**config.mk**
```make
export PLATFORM = sky130hd
export DESIGN_NAME = blue_exec_unit
export DESIGN_NICKNAME = d
export VERILOG_FILES = /design/src/rtl/blue_exec_unit.sv
export SDC_FILE = /design/constraint.sdc
export NUM_CORES = 1
export LEC_CHECK = 0
export ABC_AREA = 1
export ABC_CLOCK_PERIOD_IN_PS = 2200
export CAP_MARGIN = 0
export CORE_ASPECT_RATIO = 0.6
export CORE_MARGIN = 3
export CORE_UTILIZATION = 31
export DETAILED_ROUTE_END_ITERATION = 10
export PLACE_DENSITY = 0.59
export SLEW_MARGIN = 20
export SYNTH_ARGS = -nofsm -noshare
export SYNTH_HDL_FRONTEND = slang
export SYNTH_SLANG_ARGS = --single-unit
```
**constraint.sdc**
```tcl
create_clock -name clk -period 2.2 [get_ports clk]
set_input_delay 0.22 -clock clk [delete_from_list [all_inputs] [get_ports clk]]
set_output_delay 0.22 -clock clk [all_outputs]
set_load 0.05 [all_outputs]
```
**src/rtl/blue_exec_unit.sv**
```systemverilog
// Blue datapath execute stage: registered ALU with iterative logical right shift.
// Valid/ready on both sides; results and flags held until downstream accepts.
module blue_exec_unit #(
  parameter int WIDTH   = 16,
  parameter int SHAMT_W = 4
) (
  input  logic               clk,
  input  logic               rst,
  input  logic               in_valid,
  output logic               in_ready,
  input  logic [2:0]         op,
  input  logic [WIDTH-1:0]   ra,
  input  logic [WIDTH-1:0]   rb,
  input  logic [SHAMT_W-1:0] shamt,
  output logic               out_valid,
  input  logic               out_ready,
  output logic [WIDTH-1:0]   out_a,
  output logic [WIDTH-1:0]   out_b,
  output logic               flag_z,
  output logic               flag_c,
  output logic               flag_n
);

  localparam logic [2:0] OP_ADD  = 3'b100;
  localparam logic [2:0] OP_SUB  = 3'b101;
  localparam logic [2:0] OP_OR   = 3'b110;
  localparam logic [2:0] OP_AND  = 3'b111;
  localparam logic [2:0] OP_XOR  = 3'b000;
  localparam logic [2:0] OP_SHR  = 3'b001;
  localparam logic [2:0] OP_MOV  = 3'b010;
  localparam logic [2:0] OP_EXCH = 3'b011;

  typedef enum logic [1:0] {
    S_IDLE  = 2'd0,
    S_SHIFT = 2'd1,
    S_DONE  = 2'd2
  } state_t;

  state_t             r_state;
  logic               r_valid;
  logic [WIDTH-1:0]   r_a;
  logic [WIDTH-1:0]   r_b;
  logic               r_z;
  logic               r_c;
  logic               r_n;
  logic [WIDTH-1:0]   r_sh;
  logic [WIDTH-1:0]   r_shb;
  logic [SHAMT_W-1:0] r_cnt;

  logic               w_accept;
  logic               w_long;
  logic [WIDTH:0]     w_sum;
  logic [WIDTH:0]     w_dif;
  logic [WIDTH-1:0]   w_a;
  logic [WIDTH-1:0]   w_b;
  logic               w_c;
  logic [WIDTH-1:0]   w_shn;

  assign in_ready  = (r_state == S_IDLE) |
                     ((r_state == S_DONE) & out_ready);
  assign w_accept  = in_valid & in_ready;
  assign w_long    = (op == OP_SHR) & (shamt != '0);
  assign w_sum     = {1'b0, ra} + {1'b0, rb};
  assign w_dif     = {1'b0, ra} - {1'b0, rb};
  assign w_shn     = r_sh >> 1;

  assign out_valid = r_valid;
  assign out_a     = r_a;
  assign out_b     = r_b;
  assign flag_z    = r_z;
  assign flag_c    = r_c;
  assign flag_n    = r_n;

  // Single-cycle results; SHR here only covers shamt==0
  always_comb begin
    w_a = '0;
    w_b = rb;
    w_c = 1'b0;
    unique case (op)
      OP_ADD:  begin w_a = w_sum[WIDTH-1:0]; w_c = w_sum[WIDTH]; end
      OP_SUB:  begin w_a = w_dif[WIDTH-1:0]; w_c = w_dif[WIDTH]; end
      OP_OR:   w_a = ra | rb;
      OP_AND:  w_a = ra & rb;
      OP_XOR:  w_a = ra ^ rb;
      OP_SHR:  w_a = ra;
      OP_MOV:  begin w_a = ra; w_b = ra; end
      OP_EXCH: begin w_a = rb; w_b = ra; end
    endcase
  end

  always_ff @(posedge clk) begin
    if (rst) begin
      r_state <= S_IDLE;
      r_valid <= 1'b0;
      r_a     <= '0;
      r_b     <= '0;
      r_z     <= 1'b0;
      r_c     <= 1'b0;
      r_n     <= 1'b0;
      r_sh    <= '0;
      r_shb   <= '0;
      r_cnt   <= '0;
    end else begin
      unique case (r_state)
        S_IDLE, S_DONE: begin
          if (w_accept && w_long) begin
            r_state <= S_SHIFT;
            r_valid <= 1'b0;
            r_sh    <= ra;
            r_shb   <= rb;
            r_cnt   <= shamt;
          end else if (w_accept) begin
            r_state <= S_DONE;
            r_valid <= 1'b1;
            r_a     <= w_a;
            r_b     <= w_b;
            r_z     <= (w_a == '0);
            r_c     <= w_c;
            r_n     <= w_a[WIDTH-1];
          end else if ((r_state == S_DONE) && out_ready) begin
            r_state <= S_IDLE;
            r_valid <= 1'b0;
          end
        end
        S_SHIFT: begin
          r_sh  <= w_shn;
          r_cnt <= r_cnt - 1'b1;
          // Final shift: its shifted-out bit becomes the carry
          if (r_cnt == SHAMT_W'(1)) begin
            r_state <= S_DONE;
            r_valid <= 1'b1;
            r_a     <= w_shn;
            r_b     <= r_shb;
            r_z     <= (w_shn == '0);
            r_c     <= r_sh[0];
            r_n     <= w_shn[WIDTH-1];
          end
        end
        default: begin
          r_state <= S_IDLE;
          r_valid <= 1'b0;
        end
      endcase
    end
  end

endmodule

```
==> key figures <==
CTS
  – Hold_buf cts: 0
  – Clk buf depth: 2
  – Clk_lat worst skew: 0.33 ns
  – Max H-tree Level: 3
  – CTS tree: done
  – Clk pin slew, worst setup/hold paths: about 0.060 ns
  – TritonCTS buffer count: 9
  – Clk Tree Root Cell: clkbuf_16
  – Clk sinks: approximately 70

Cells and area
  – Layout cell share with drive strength beyond 1: 31.0%
  – Reg area: 0.00144 mm2
  – Area taken by multi-input logic gates: about 0.0044 mm2
  – Ant diodes: 0
  – Fillers: 1830
  – Core Util, Final: between 50% and 60%
  – Nets: around 1300
  – Syn-to-layout area delta: 58.9%

Yosys
  – Net Count, Synth: 1065
  – #FFs+latches synth: between 70 and 80
  – Register area share after synthesis: between 20% and 30%
  – Number of flops mapped to enable cells by yosys: 0
  – Cell taking the most area after synthesis: dfxtp_1
  – Synth top area share: about 24%
  – Syn Inst Count: 970
  – Main synth FF type: dfxtp_1
  – Largest cells by area after synthesis: dfxtp_1, nand2_1, ha_1
  – Post-Syn Area per Cell: ~6.2 um2
  – Ys Warns: 0
  – Yosys cell types: between 40 and 50
  – Post-Synthesis Cell Area: 0.00599 mm2
  – Asr flop ratio synth: 0%

Pwr
  – Power Internal: 3.19 mW
  – Sw frac: 36.6%
  – Max VDD drop: 0.385 mV
  – Clock power frac: between 20% and 30%
  – Register share of total power: between 20% and 30%
  – Gate power share: 42.2%
  – Leak Pwr: roughly 4.4 nW
  – Total Power: between 5 and 6 mW
  – Power per cell area: about 530 mW/mm2
  – P_sw: about 1.8 mW

Place
  – RePlAce Congestion: about 1.0
  – HPWL Detailed: 19400 um
  – Post-Place Worst Slack: -0.692 ns
  – I/O Buffers: 79

Timing
  – Slew margin rel.: a little under three fifths
  – Crit path time final: between 2 and 2.5 ns
  – Final hold slack: about 0.22 ns
  – Clock Skew: just under 0.007 ns
  – Final period util: about 100%
  – Final Hold Fails: 0
  – Setup TNS: 0 ns
  – Final slew viol count: 0
  – Final setup fails: 0
  – Max Freq: between 0.4 and 0.5 GHz
  – Setup ws final: approximately 0.043 ns
  – Unrepaired setup endpoints after global routing: yes
  – Worst slew pin tran: between 0.6 and 0.7 ns

Worst setup path
  – Critical path class: primary input to flop
  – Reg2reg end: flag_z
  – Crit path launch type: primary input
  – Max Fanout on Critical Path: 7
  – WP data arrival: 2.43 ns
  – Data required, critical path: around 2.5 ns
  – Flop-to-flop setup slack: roughly 0.23 ns
  – Worst r2r src: r_state[1]
  – Critical path capture point type: flop
  – R2R depth: 15

Global routing
  – Largest net degree at the start of global routing: 44
  – Initial antenna violation count: 0
  – Number of global-route vias before repair: around 7200
  – First-pass GRT wire length: between 30000 and 40000 um
  – Tot GR Track Use: between 20 and 25%
  – GRT overflow: 0

Detailed routing
  – DR vias/cell: approximately 5.1
  – WL per Instance: 16.8 um
  – Via Count: about 7500
  – First-iteration detailed-routing DRC count: about 700
  – # DRC: 0
  – Final WL: ~25000 um
  – First-pass DRT Iterations: 5
  – Routed Antenna Nets: 0

Floorplanning
  – Ports: 80
  – Num rows: 38
  – Core area: approximately 0.018 mm2
  – Starting Density: about a third
  – DIE AREA: between 0.02 and 0.025 mm2
  – Die height: 114 um
  – Die Wd: approximately 190 um

Worst hold path
  – Hold depth: 3
  – Hold path start: ra[1]
  – Hold Path End: r_sh[1]
  – Worst hold-check path type: primary input to flop

Run status
  – Outcome: finished clean

Flow run
  – Max Cap Violations: 0
## power groups by stage
stage	logic [mW]	registers, mW	clock network (mW)
finish	2.12	1.44	1.46
global route	2.29	1.45	1.53
CTS	1.96	1.44	1.48
detailed placement	1.87	1.47	0
global placement	1.86	1.47	0
floorplan	0.749	1.67	0
## how the worst max path moves through the flow
stage,startpoint,end,cells after the start
3_5_place_dp,ra[1],flag_z,17
4_1_cts,rb[10],flag_z,15
2_1_floorplan,r_state[1],out_b[0],9
3_3_place_gp,ra[10],out_a[14],15
5_1_grt,op[0],flag_z,17
6_report,op[0],flag_z,14
## layout make-up
type / count / area share [%]
Sequential cell: 72 / 15.1
Clock inverter: 6 / 0.723
Tap cell: 240 / 3.15
Multi-Input combinational cell: 724 / 46.1
Clock buffer: 10 / 2.40
Timing Repair Buffer: 300 / 27.7
Inverter: 123 / 4.85
## Yosys cell counts, drive strengths merged (12+ instances only)
cell and count:
a21oi 63, a31oi 47, buf 28, clkbuf 23
dfxtp 72, ha 50, inv 122, nand2 250
nand3 83, nor2 83, o211ai 17, o21ai 64
o22ai 12
## per-layer routing
layer,global-route usage [%],wire length [um]
met3,4.33,1760
met5,0,0
met2,35.5,10800
met1,34.1,11900
met4,3.75,338
## cell usage in the layout, fill, tap and decap left out, types with 35 or more instances in the layout
cell type        Yosys  final
nand2_1            250    233
buf_4                4    205
inv_1              116     94
dfxtp_1             72     72
nand3_1             80     67
nor2_1              81     53
o21ai_0             60     51
clkdlybuf4s50_1      0     49
a31oi_1             47     47
a21oi_1             63     45
ha_1                50     35
## what timing repair did
item                       CTS  global route
pin swaps                   16            44
buffers inserted             5            13
setup endpoints to repair   14            46
gates resized for setup     72           124
## logic make-up after synthesis
family / count (synthesis) / share of synthesized area [%]
XOR/XNOR: 2 / 0.292
AO/OA/AOI/OAI: 222 / 21.5
buffers and inverters: 174 / 11.9
AND/OR/NAND/NOR: 448 / 31.2
flip-flops: 72 / 24.0
adder cells (fa/ha/maj): 52 / 11.1
## worst max-delay path: stages
cell and delay [ns]:
clkdlybuf4s50_1 0.49, buf_4 0.16, nand2_2 0.08, buf_4 0.14, nand3_2 0.10, buf_6 0.16, o22ai_1 0.11, nor3_2 0.23
nand3_2 0.15, nor2_4 0.15, nand3_2 0.11, nor2_2 0.09, nand3_1 0.09, a21oi_2 0.14
## stage by stage
step	area (um2)	std cells
final	9520	1475
after global routing	9520	1475
after CTS	9100	1462
after detailed placement	8520	1441
after global placement	8520	1441
after floorplan	6000	970
## flip-flops by register name, summed over array words and instances, names as in the netlist
name	cells
out_b	16
r_sh	16
r_shb	16
out_a	15
r_cnt	4
r_state	2
flag_c	1
flag_n	1
flag_z	1
No activity file was read; power rests on OpenSTA's default activity.
